## src/rtl/wsc_pkg.sv

```systemverilog
// Package for the weight SRAM controller.
//   state_t : burst sequencer states
//   gsel_t  : which requester owns the SRAM port this cycle
//   *_DEF   : default geometry (16-bit words, 12-bit address, 2000 words)
package wsc_pkg;
    localparam int DW_DEF    = 16;
    localparam int AW_DEF    = 12;
    localparam int DEPTH_DEF = 2000;

    typedef enum logic [1:0] {IDLE, BURST, DRAIN} state_t;
    typedef enum logic [1:0] {G_NONE, G_WR, G_RD} gsel_t;
endpackage

```

## src/rtl/wsc_arbiter.sv

```systemverilog
// Two-requester grant logic for the single SRAM port.
// Ports:
//   clk, rst_n : clock, async active-low reset (used only by the round-robin flop)
//   wr_req     : host write pending
//   rd_req     : burst reader wants a read slot
//   gsel       : combinational grant select
// Macro WSC_RR_ARB_EN: when defined, alternate grants whenever both requesters
// are pending; otherwise the write always wins. A lone requester is always granted.
module wsc_arbiter
    import wsc_pkg::*;
(
    input  logic  clk,
    input  logic  rst_n,
    input  logic  wr_req,
    input  logic  rd_req,
    output gsel_t gsel
);

`ifdef WSC_RR_ARB_EN
    // last_wr_q=1 means the write owned the most recent granted cycle.
    // Reset as "read last" so the write wins the first contention.
    logic last_wr_q, last_wr_d;

    always_comb begin
        gsel      = G_NONE;
        last_wr_d = last_wr_q;
        if (wr_req && rd_req)
            gsel = last_wr_q ? G_RD : G_WR;
        else if (wr_req)
            gsel = G_WR;
        else if (rd_req)
            gsel = G_RD;
        if (gsel == G_WR)
            last_wr_d = 1'b1;
        else if (gsel == G_RD)
            last_wr_d = 1'b0;
    end

    always_ff @(posedge clk or negedge rst_n) begin
        if (!rst_n)
            last_wr_q <= 1'b0;
        else
            last_wr_q <= last_wr_d;
    end
`else
    logic unused_clk_rst;
    assign unused_clk_rst = clk & rst_n;

    always_comb begin
        gsel = G_NONE;
        if (wr_req)
            gsel = G_WR;
        else if (rd_req)
            gsel = G_RD;
    end
`endif

endmodule

```

## src/rtl/weight_sram_ctrl.sv

```systemverilog
// Single-port sequencer/arbiter in front of one weight SRAM (1-cycle registered read).
// Shares the port between a host write stream and a sequential burst reader.
// Ports:
//   clk, rst_n                      : clock, async active-low reset
//   wr_valid/wr_ready/wr_addr/wr_data : host write (wr_ready is the combinational grant)
//   rd_start/rd_base/rd_len         : burst request, sampled only while idle
//   rd_busy/rd_valid/rd_data/rd_done : burst status and returned words
//   err_oob                          : sticky flag for writes at addr >= DEPTH
//   sram_we/sram_addr/sram_d/sram_q  : SRAM port
// Macro WSC_RR_ARB_EN selects round-robin arbitration (see wsc_arbiter);
// default is write-priority.
module weight_sram_ctrl
    import wsc_pkg::*;
#(
    parameter int DW    = DW_DEF,
    parameter int AW    = AW_DEF,
    parameter int DEPTH = DEPTH_DEF
) (
    input  logic          clk,
    input  logic          rst_n,
    input  logic          wr_valid,
    output logic          wr_ready,
    input  logic [AW-1:0] wr_addr,
    input  logic [DW-1:0] wr_data,
    input  logic          rd_start,
    input  logic [AW-1:0] rd_base,
    input  logic [AW-1:0] rd_len,
    output logic          rd_busy,
    output logic          rd_valid,
    output logic [DW-1:0] rd_data,
    output logic          rd_done,
    output logic          err_oob,
    output logic          sram_we,
    output logic [AW-1:0] sram_addr,
    output logic [DW-1:0] sram_d,
    input  logic [DW-1:0] sram_q
);

    localparam logic [AW-1:0] LAST_ADDR = AW'(DEPTH - 1);

    state_t        state_q, state_d;
    logic [AW-1:0] ptr_q, ptr_d;
    logic [AW-1:0] rem_q, rem_d;
    logic          rd_valid_q, rd_valid_d;
    logic          done_q, done_d;
    logic          err_oob_q, err_oob_d;
    logic          wr_oob;
    gsel_t         gsel;

    assign wr_oob = wr_addr > LAST_ADDR;

    wsc_arbiter u_arb (
        .clk    (clk),
        .rst_n  (rst_n),
        .wr_req (wr_valid),
        .rd_req (state_q == BURST),
        .gsel   (gsel)
    );

    // SRAM port mux. An out-of-range write is consumed (wr_ready) but
    // never reaches the array.
    always_comb begin
        wr_ready  = 1'b0;
        sram_we   = 1'b0;
        sram_addr = '0;
        sram_d    = '0;
        case (gsel)
            G_WR: begin
                wr_ready  = 1'b1;
                sram_we   = !wr_oob;
                sram_addr = wr_addr;
                sram_d    = wr_data;
            end
            G_RD: sram_addr = ptr_q;
            default: ;
        endcase
    end

    // Burst sequencer. rd_done is registered so it lines up with the
    // last rd_valid (the cycle after the final issue), or one cycle after
    // a zero-length start.
    always_comb begin
        state_d    = state_q;
        ptr_d      = ptr_q;
        rem_d      = rem_q;
        done_d     = 1'b0;
        rd_valid_d = (gsel == G_RD);
        err_oob_d  = err_oob_q | ((gsel == G_WR) && wr_oob);
        case (state_q)
            IDLE: begin
                if (rd_start) begin
                    if (rd_len == '0) begin
                        done_d = 1'b1;
                    end else begin
                        state_d = BURST;
                        ptr_d   = rd_base;
                        rem_d   = rd_len;
                    end
                end
            end
            BURST: begin
                if (gsel == G_RD) begin
                    ptr_d = (ptr_q == LAST_ADDR) ? '0 : ptr_q + 1'b1;
                    rem_d = rem_q - 1'b1;
                    if (rem_q == AW'(1)) begin
                        state_d = DRAIN;
                        done_d  = 1'b1;
                    end
                end
            end
            DRAIN:   state_d = IDLE;
            default: state_d = IDLE;
        endcase
    end

    always_ff @(posedge clk or negedge rst_n) begin
        if (!rst_n) begin
            state_q    <= IDLE;
            ptr_q      <= '0;
            rem_q      <= '0;
            rd_valid_q <= 1'b0;
            done_q     <= 1'b0;
            err_oob_q  <= 1'b0;
        end else begin
            state_q    <= state_d;
            ptr_q      <= ptr_d;
            rem_q      <= rem_d;
            rd_valid_q <= rd_valid_d;
            done_q     <= done_d;
            err_oob_q  <= err_oob_d;
        end
    end

    assign rd_busy  = (state_q != IDLE);
    assign rd_valid = rd_valid_q;
    assign rd_data  = sram_q;
    assign rd_done  = done_q;
    assign err_oob  = err_oob_q;

endmodule

```

## config.mk

```make
export PLATFORM = sky130hd
export DESIGN_NAME = weight_sram_ctrl
export DESIGN_NICKNAME = d
export VERILOG_FILES = /design/src/rtl/wsc_pkg.sv /design/src/rtl/wsc_arbiter.sv /design/src/rtl/weight_sram_ctrl.sv
export SDC_FILE = /design/constraint.sdc
export NUM_CORES = 1
export LEC_CHECK = 0
export ABC_AREA = 1
export BUFFER_PORTS_ARGS = -buffer_cell sky130_fd_sc_hd__buf_2
export CORE_MARGIN = 5
export CORE_UTILIZATION = 40
export DETAILED_ROUTE_END_ITERATION = 10
export PLACE_DENSITY = 0.71
export SYNTH_ARGS = -nofsm -noshare
export SYNTH_HDL_FRONTEND = slang
export SYNTH_HIERARCHICAL = 1
export SYNTH_SLANG_ARGS = --single-unit
```

## constraint.sdc

```tcl
create_clock -name clk -period 3.5 [get_ports clk]
set_clock_uncertainty 0.2 [all_clocks]
set_input_delay 0.175 -clock clk [delete_from_list [all_inputs] [get_ports clk]]
set_output_delay 0.175 -clock clk [all_outputs]
set_load 0.03 [all_outputs]
```

==> results_dict.tcl, run 1 <==
set metrics [dict create \
    status "completed" \
    cts_tree "built" \
    cp.buffers_inverters 5 \
    std_cell_rows 29 \
    hold_viol 0 \
    end_kind "flip-flop" \
    port_buffers 89 \
    setup_ws_ns 0.564 \
    path_max_fanout 23 \
    crit_required_ns 3.48 \
    grt_pass1_vias 2653 \
    clk_transition_reported_paths_ns 0.07 \
    setup_viol 0 \
    setup_tns_ns 0 \
    remaining_drc_errors 0 \
    leakage_uw 0.00182 \
    cpMostUsedCell "nand2_1" \
    worstSetupPathType "reg -> reg" \
    dpl_worst_slack_ns 0.576 \
    slew_headroom_pct 39.1 \
    track_usage_pct 17.1 \
    synth_area_leaders "dfrtp_1, nand2_1, nor2_1" \
    synth_area_mm2 0.00255 \
    ff2ff_setup_slack_ns 0.56 \
    final_nets 578 \
    area_growth_syn_to_layout_pct 19.8 \
    ys_ff_latch 29 \
    die_x_um 89.8 \
    start_kind "flip-flop" \
    holdWs_ns 0.00700 \
    ys_async_sr_fraction_pct 100 \
    synth_flop_cell "dfrtp_1" \
    num_vias 2765 \
    maxSlewViolCount 0 \
    dr.pass1.iters 4 \
    syn_nets 504 \
    final_util_pct 48.6 \
    peakVddDrop_v 0.000254 \
    n_antenna_cell 0 \
    synth_top_area_share_pct 28.5 \
    crit_arrival_ns 2.92 \
    cts_buffers 5 \
    drt-total-wl_um 6890 \
    numClockSinks 29 \
    dp_hpwl_um 5330 \
    postRouteAntennaNets 0 \
    seqCellArea_um2 726 \
    ctsHtreeMaxLevel 2 \
    synth_edf_count 0 \
    rsz0062_at_grt "no" \
    initial_core_util_pct 40.6 \
    die_h_um 89.8 \
    tightestPinTransition_ns 0.914 \
    cts_buffer_depth 2 \
    gp_congestion 0.886 \
    drive_above_1_share_pct 22.1 \
    core_mm2 0.00628 \
    synthCells 427 \
    fill_cells 669 \
    avgRoutedWirePerCell_um 11.9 \
    antenna_found_initial 0 \
    cp_slowest_cell "inv_2" \
    synth_cell_types 30 \
    fmax_mhz 341 \
    clockRootBuffer "clkbuf_8" \
    multi_input_area_mm2 0.00140 \
    stdcell_area_mm2 0.00305 \
    dpl_cell_area_mm2 0.00288 \
    crit_chain "inv_1 > nand2_1 > inv_2 > inv_1 > nor2_2 > ha_1 > inv_1 > a21oi_2 > nand3_4 > inv_2 > nand2_1 > nand2_1 > nand2_1" \
    cap_violations 0 \
    min_period_ns 2.94 \
    dieArea_mm2 0.00806 \
    io_pins 122 \
    power_density_mw_per_mm2 564 \
    timing.final.crit_share_pct 83.9 \
    grt_first_pass_wirelength_um 11700 \
    routed_via_density 4.78 \
    cpLargestDelayFamily "buffers and inverters" \
    clk_latency_ns 0.29 \
    grt_max_degree 32 \
    drt_iter0_markers 78 \
    yosysTopAreaCell "dfrtp_1" \
    yosysWarnings 6 \
    seq_area_frac_synth_pct 28.5 \
    hp-class "in -> reg" \
    grt.overflow.total 0 \
    cp_slowest_stage_delay_ns 0.45 \
    avgSynthCellArea_um2 5.97 \
]
-- stage by stage --
stage | cells | power [uW]
detailed placement | 562 | 1450
floorplan | 427 | 1270
CTS | 579 | 1730
global route | 579 | 1890
global placement | 562 | 1430
finish | 579 | 1720
-- tightest hold or removal path: cells and delay by family --
family          cells  cell delay [ns]
compound gates      1             0.06
buf+inv             1             0.08
simple gates        3             0.15
-- layout make-up --
cell class / instances / share of cell area [%]
tap: 77 / 3.16
clock buffer: 8 / 2.62
multi-input combinational: 311 / 45.8
inverter: 54 / 6.64
sequential: 29 / 23.8
timing repair buffer: 100 / 18.0
-- power breakdown --
part / total, uW / switching, uW / internal, uW
Clock: 274 / 133 / 141
Combinational: 843 / 533 / 310
Sequential: 604 / 151 / 453
Total: 1720 / 818 / 904
-- logic make-up after synthesis --
logic type / after synthesis / synth area share [%]
xor+xnor: 2 / 0.688
flops: 29 / 28.5
simple gates: 265 / 42.7
buf+inv: 87 / 16.7
compound gates: 39 / 8.94
fa+ha+maj: 5 / 2.46
-- cell usage after synthesis, types with 2 or more instances --
| master | count |
|---|---|
| or2_0 | 2 |
| inv_1 | 51 |
| ha_1 | 5 |
| o21ai_2 | 5 |
| buf_2 | 7 |
| nor2_1 | 55 |
| buf_4 | 18 |
| inv_2 | 3 |
| o21ai_1 | 2 |
| a21oi_1 | 14 |
| nor2_2 | 2 |
| o21ai_0 | 12 |
| or2_2 | 2 |
| clkbuf_1 | 5 |
| nand3_1 | 25 |
| nand2_1 | 166 |
| xor2_1 | 2 |
| buf_6 | 3 |
| dfrtp_1 | 29 |
| nand4_1 | 9 |
-- what timing repair did --
action	4_1_cts	5_1_grt
endpoints found under the hold margin	37	0
hold buffers	9	0
gates resized for setup	0	0
setup buffers	0	0
-- cell usage in the layout, fill, tap and decap left out, types with 2 or more instances in the layout --
master,Yosys,final
a21oi_1,14,14
buf_2,7,89
buf_4,18,2
clkbuf_1,5,3
clkbuf_8,0,5
dfrtp_1,29,29
dlygate4sd3_1,0,9
ha_1,5,5
inv_1,51,51
inv_2,3,3
nand2_1,166,166
nand3_1,25,25
nand4_1,9,9
nor2_1,55,55
nor2_2,2,2
o21ai_0,12,12
o21ai_1,2,2
o21ai_2,5,5
or2_0,2,2
or2_2,2,2
xor2_1,2,2
-- state kept, by name, summed over array words and instances, names as in the netlist --
register and flops:
ptr_q 12, rem_q 12, state_q 2, err_oob 1, rd_done 1, rd_valid 1
-- worst paths after layout --
check,cells after the start,endpoint,from
max in group asynchronous,2,rd_valid$_DFF_PN0_,rst_n
setup reg to reg,13,rem_q[5]$_DFFE_PN0P_,state_q[1]$_DFFE_PN0P_
min in group asynchronous,2,rem_q[3]$_DFFE_PN0P_,rst_n
hold / removal,5,ptr_q[3]$_DFFE_PN0P_,rd_base[3]
setup / recovery,13,rem_q[5]$_DFFE_PN0P_,state_q[1]$_DFFE_PN0P_
hold reg to reg,1,err_oob$_DFF_PN0_,err_oob$_DFF_PN0_
-- layer usage --
| layer | up-vias | share of wire, % | track usage, % |
|---|---|---|---|
| li1 | 1442 | - | - |
| met1 | 1182 | 42 | 20.4 |
| met2 | 121 | 44 | 28.0 |
| met3 | 20 | 11 | 6.09 |
| met4 | 0 | 2.9 | 6.68 |
| met5 | - | 0 | 0 |
No activity file was read; power rests on OpenSTA's default activity.
==> inputs of run 2 (changes only) <==
--- a/config.mk
+++ b/config.mk
@@ -5,12 +5,12 @@
 export SDC_FILE = /design/constraint.sdc
 export NUM_CORES = 1
 export LEC_CHECK = 0
-export ABC_AREA = 1
+export ABC_AREA = 0
 export BUFFER_PORTS_ARGS = -buffer_cell sky130_fd_sc_hd__buf_2
 export CORE_MARGIN = 5
 export CORE_UTILIZATION = 40
 export DETAILED_ROUTE_END_ITERATION = 10
-export PLACE_DENSITY = 0.71
+export PLACE_DENSITY = 0.75
 export SYNTH_ARGS = -nofsm -noshare
 export SYNTH_HDL_FRONTEND = slang
 export SYNTH_HIERARCHICAL = 1
==> constraint.sdc (replaced) <==
create_clock -name clk -period 2.4 [get_ports clk]
set_clock_uncertainty 0.2 [all_clocks]
set_input_delay 0.12 -clock clk [delete_from_list [all_inputs] [get_ports clk]]
set_output_delay 0.12 -clock clk [all_outputs]
set_load 0.03 [all_outputs]
==> run 2 against run 1 <==
Final area increased by 2.3%; die area decreased by 5.6%; non-clock buffer count increased by 18; sequential cell count unchanged; critical path type is now reg -> out; largest cell class unchanged.
==> results_dict.tcl, run 2 <==
set metrics [dict create \
    ys_async_sr_fraction_pct 100 \
    die_x_um 87.2 \
    synth_edf_count 0 \
    n_antenna_cell 0 \
    gp_congestion 0.870 \
    ys_ff_latch 29 \
    track_usage_pct 19.9 \
    final_nets 446 \
    clockRootBuffer "clkbuf_8" \
    port_buffers 89 \
    cts_buffers 5 \
    cap_violations 0 \
    cts_tree "built" \
    start_kind "flip-flop" \
    grt_max_degree 39 \
    std_cell_rows 28 \
    grt_pass1_vias 2464 \
    rsz0062_at_grt "no" \
    io_pins 122 \
    cp_slowest_cell "dfrtp_1" \
    fill_cells 537 \
    antenna_found_initial 0 \
    clk_transition_reported_paths_ns 0.06 \
    worstSetupPathType "reg -> out" \
    crit_required_ns 2.08 \
    total_power_uw 3120 \
    maxSlewViolCount 0 \
    avgRoutedWirePerCell_um 16.8 \
    cts_buffer_depth 2 \
    cp_slowest_stage_delay_ns 0.40 \
    numClockSinks 29 \
    setup_tns_ns 0 \
    grt.overflow.total 0 \
    dr.pass1.iters 4 \
    postRouteAntennaNets 0 \
    die_h_um 87.2 \
    synth_cell_types 57 \
    dieArea_mm2 0.00761 \
    core_mm2 0.00585 \
    end_kind "primary output" \
    seq_area_frac_synth_pct 30.4 \
    tightestPinTransition_ns 0.667 \
    setup_viol 0 \
    ctsHtreeMaxLevel 2 \
    fmax_mhz 452 \
    crit_chain "nand2b_4 > clkinv_8 > nor2b_4 > inv_1 > ha_4 > a22oi_1 > nor2_4 > buf_2" \
    synth_top_area_share_pct 30.4 \
    crit_path_start "state_q[1]$_DFFE_PN0P_" \
    drt_iter0_markers 211 \
    cp.buffers_inverters 3 \
    grt_first_pass_wirelength_um 12000 \
    crit_arrival_ns 1.89 \
    dp_hpwl_um 5420 \
    timing.final.crit_share_pct 92.3 \
    clk_latency_ns 0.28 \
    routed_via_density 5.70 \
    synthCells 282 \
    cts_setup_buffers 0 \
    status "completed" \
    hold_viol 0 \
    power_density_mw_per_mm2 999 \
    slew_headroom_pct 55.5 \
    hp-class "in -> reg" \
    drive_above_1_share_pct 36.9 \
    cpLargestDelayFamily "simple AND/OR/NAND/NOR gates" \
    final_util_pct 53.3 \
    initial_core_util_pct 40.8 \
    synth_common_cells "dfrtp_1, a21oi_1, nor2_1, and2_1, buf_4" \
    min_period_ns 2.21 \
    holdCritStartpoint "rd_len[0]" \
    drt-total-wl_um 7480 \
    peakVddDrop_v 0.000598 \
    r2r-start "state_q[1]$_DFFE_PN0P_" \
    yosysTopAreaCell "dfrtp_1" \
    path_max_fanout 31 \
    layout_common_cells "buf_2, dfrtp_1, dlygate4sd3_1" \
    area_growth_syn_to_layout_pct 30.8 \
    synth_area_mm2 0.00239 \
    layout_commonest_cell "buf_2" \
    syn_nets 359 \
    synth_area_leaders "dfrtp_1, buf_4, and2_1" \
    post-synth-top-count-cell "dfrtp_1" \
    num_vias 2533 \
    avgSynthCellArea_um2 8.46 \
    leakage_uw 0.00137 \
    remaining_drc_errors 0 \
    top_regs "ptr_q x12, rem_q x12, state_q x2" \
    synth_flop_cell "dfrtp_1" \
    yosysWarnings 6 \
]
-- run 2: cells by family after synthesis --
kind of cell	after synthesis	synth area share, %
buffers and inverters	49	12.2
adder cells (fa/ha/maj)	5	2.62
flip-flops	29	30.4
multiplexers	1	0.472
AO/OA/AOI/OAI	95	29.1
AND/OR/NAND/NOR	103	25.2
-- run 2: repair_timing --
item | CTS | global route
hold buffers | 21 | 0
endpoints found under the hold margin | 49 | 0
setup endpoints to repair | 12 | 11
gates cloned | 0 | 0
gates resized for setup | 2 | 3
-- run 2: report_power, final --
group,internal [uW],total [uW],switching (uW)
logic,683,1710,1030
clock network,227,420,193
registers,676,989,313
total,1590,3120,1530
-- run 2: area by class of cell --
type | count | area [um^2] | share of cell area (%)
flip-flops and latches | 29 | 726 | 23.3
inverters | 11 | 53.8 | 1.72
well taps | 75 | 93.8 | 3.01
clock buffers | 7 | 86.3 | 2.77
multi-input cells | 204 | 1450 | 46.3
repair buffers | 118 | 716 | 22.9
-- run 2: metal layers --
metal / wire [um] / part of all wire (%) / track usage (%) / vias up
met3: 479 / 6.4 / 4.45 / 6
li1: - / - / - / 1213
met4: 79 / 1.1 / 5.58 / 0
met1: 3220 / 43 / 25.7 / 1189
met2: 3700 / 49 / 33.4 / 125
met5: 0 / 0 / 0 / -
-- run 2: final timing paths --
path	slack (ns)	endpoint	depth (start not counted)
hold / removal	0.02	rem_q[0]$_DFFE_PN0P_	3
max in group asynchronous	1.33	ptr_q[11]$_DFFE_PN0P_	2
setup / recovery	0.19	sram_addr[6]	8
hold reg to reg	0.28	err_oob$_DFF_PN0_	1
min in group asynchronous	0.23	state_q[1]$_DFFE_PN0P_	2
setup reg to reg	0.23	rem_q[9]$_DFFE_PN0P_	8
-- run 2: metrics by stage --
stage          setup slack [ns]  area (um^2)  hold slack, ns  cells
2_1_floorplan            0.0339         2440          -0.376    282
3_3_place_gp              0.183         2800        -0.00962    416
3_5_place_dp              0.103         2800        -0.00477    416
4_1_cts                  0.0878         3110         0.00491    444
5_1_grt                  0.0312         3120          0.0242    444
6_report                  0.185         3120          0.0166    444
-- run 2: worst min-delay path: cells and delay by family --
kind / cells / cell delay (ns)
compound gates: 2 / 0.21
buf+inv: 1 / 0.12
==> inputs of run 3 (changes only) <==
--- a/config.mk
+++ b/config.mk
@@ -10,7 +10,7 @@
 export CORE_MARGIN = 5
 export CORE_UTILIZATION = 40
 export DETAILED_ROUTE_END_ITERATION = 10
-export PLACE_DENSITY = 0.75
+export PLACE_DENSITY = 0.72
 export SYNTH_ARGS = -nofsm -noshare
 export SYNTH_HDL_FRONTEND = slang
 export SYNTH_HIERARCHICAL = 1
==> constraint.sdc (replaced) <==
create_clock -name clk -period 2.2 [get_ports clk]
set_clock_uncertainty 0.2 [all_clocks]
set_input_delay 0.11 -clock clk [delete_from_list [all_inputs] [get_ports clk]]
set_output_delay 0.11 -clock clk [all_outputs]
set_load 0.03 [all_outputs]
==> run 3 against run 2 <==
Register-to-register slack worse by 0.08 ns; via count up 5.8%; setup slack worse by 0.15 ns; core utilization rose by 5.0 points; wire length increased by 7.1%; clock-buffer cell count is the same; first-iteration DRC count rose by 36%; highest routed layer unchanged.
==> results_dict.tcl, run 3 (synthesized netlist as in run 2, its figures left out) <==
set metrics [dict create \
    status "completed" \
    worstRegToRegCells 6 \
    dieArea_mm2 0.00761 \
    maxSlewViolCount 0 \
    setup_viol 0 \
    cts_tree "built" \
    timing.final.crit_share_pct 98.6 \
    area_growth_syn_to_layout_pct 42.9 \
    path_max_fanout 8 \
    min_period_ns 2.17 \
    core_mm2 0.00585 \
    r2r_end "rem_q[10]$_DFFE_PN0P_" \
    hp-class "in -> reg" \
    grt_pass1_vias 2396 \
    die_x_um 87.2 \
    port_buffers 89 \
    layout_common_cells "buf_2, dfrtp_1, buf_4" \
    grt_first_pass_wirelength_um 12200 \
    grt_max_degree 30 \
    n_antenna_cell 0 \
    layout_commonest_cell "buf_2" \
    numClockSinks 29 \
    final_util_pct 58.3 \
    fill_cells 512 \
    grt.overflow.total 0 \
    clockRootBuffer "clkbuf_8" \
    drive_above_1_share_pct 42.6 \
    final_nets 463 \
    ctsHtreeMaxLevel 2 \
    crit_arrival_ns 1.86 \
    crit_path_start "state_q[1]$_DFFE_PN0P_" \
    end_kind "primary output" \
    clk_latency_ns 0.29 \
    postRouteAntennaNets 0 \
    setup_tns_ns 0 \
    drt_iter0_markers 288 \
    dr.pass1.iters 6 \
    cap_violations 0 \
    stdcell_area_mm2 0.00341 \
    hold_viol 0 \
    peakVddDrop_v 0.000467 \
    ff2ff_setup_slack_ns 0.15 \
    slew_headroom_pct 54.8 \
    power_density_mw_per_mm2 1090 \
    start_kind "flip-flop" \
    top_regs "ptr_q x12, rem_q x12, state_q x2" \
    antenna_found_initial 0 \
    num_vias 2681 \
    leakage_uw 0.00148 \
    remaining_drc_errors 0 \
    track_usage_pct 20.3 \
    initial_core_util_pct 40.8 \
    std_cell_rows 28 \
    drt-total-wl_um 8010 \
    cts_buffer_depth 2 \
    rsz0062_at_grt "yes" \
    gp_congestion 0.855 \
    cts_buffers 5 \
    io_pins 122 \
    routed_via_density 5.80 \
    worstSetupPathType "reg -> out" \
    avgRoutedWirePerCell_um 17.3 \
    crit_end "sram_addr[1]" \
    r2r-start "rem_q[0]$_DFFE_PN0P_" \
    fmax_mhz 461 \
    dpl_cell_area_mm2 0.00294 \
    tightestPinTransition_ns 0.677 \
    die_h_um 87.2 \
    dp_hpwl_um 5540 \
    clk_transition_reported_paths_ns 0.07 \
    crit_required_ns 1.89 \
]
## run 3: through the flow
| step | power, uW | worst slack [ns] | cells | hold WS, ns |
|---|---|---|---|---|
| after floorplan | 2600 | -0.00829 | 282 | -0.386 |
| after global placement | 2990 | 0.233 | 424 | -0.00916 |
| after detailed placement | 3040 | 0.177 | 424 | -0.00945 |
| after CTS | 3650 | 0.00428 | 459 | 0.0151 |
| after global routing | 3960 | -0.0399 | 462 | 0.0155 |
| final | 3710 | 0.0310 | 462 | 0.0143 |
## run 3: metal layers
layer  GRT usage [%]  up-vias  wire [um]
met5               0        -          0
met3            3.69       22        543
li1                -     1248          -
met2            32.1      130       4010
met4            6.83        0        207
met1            27.8     1281       3250
## run 3: area by class of cell
type | count | area, um^2 | area share, %
Inverter | 11 | 53.8 | 1.58
Clock inverter | 1 | 5.00 | 0.147
Clock buffer | 7 | 96.3 | 2.82
Sequential cell | 29 | 726 | 21.3
Tap cell | 75 | 93.8 | 2.75
Multi-Input combinational cell | 204 | 1540 | 45.1
Timing Repair Buffer | 135 | 897 | 26.3
## run 3: power by group
part | total, uW | internal (uW) | switching, uW
clock | 506 | 283 | 223
sequential | 1040 | 737 | 300
combinational | 2170 | 906 | 1260
## run 3: how the worst min path moves through the flow
| stage | end | slack [ns] | cells past startpoint | start |
|---|---|---|---|---|
| global placement | rem_q[4]$_DFFE_PN0P_ | -0.009 | 1 | rst_n |
| CTS | rem_q[3]$_DFFE_PN0P_ | 0.02 | 3 | rd_len[3] |
| global route | ptr_q[11]$_DFFE_PN0P_ | 0.02 | 4 | rd_base[11] |
| finish | rem_q[3]$_DFFE_PN0P_ | 0.01 | 3 | rd_len[3] |
| detailed placement | rem_q[6]$_DFFE_PN0P_ | -0.009 | 1 | rst_n |
| floorplan | err_oob$_DFF_PN0_ | -0.39 | 0 | rst_n |
## run 3: worst max-delay path: stages, from the launching register on
cell      delay, ns
dfrtp_1        0.38
nand2b_4       0.17
clkinv_8       0.05
nor2b_4        0.16
inv_2          0.06
ha_4           0.19
buf_8          0.15
a22oi_2        0.17
nor2_4         0.05
buf_2          0.18
## run 3: timing repair
action | 4_1_cts | 5_1_grt
setup buffers | 5 | 3
hold endpoints to repair | 50 | 0
gates resized for setup | 11 | 18
hold buffers | 22 | 0
pin swaps | 2 | 7
gates cloned | 0 | 0
endpoints found under the setup margin | 12 | 22
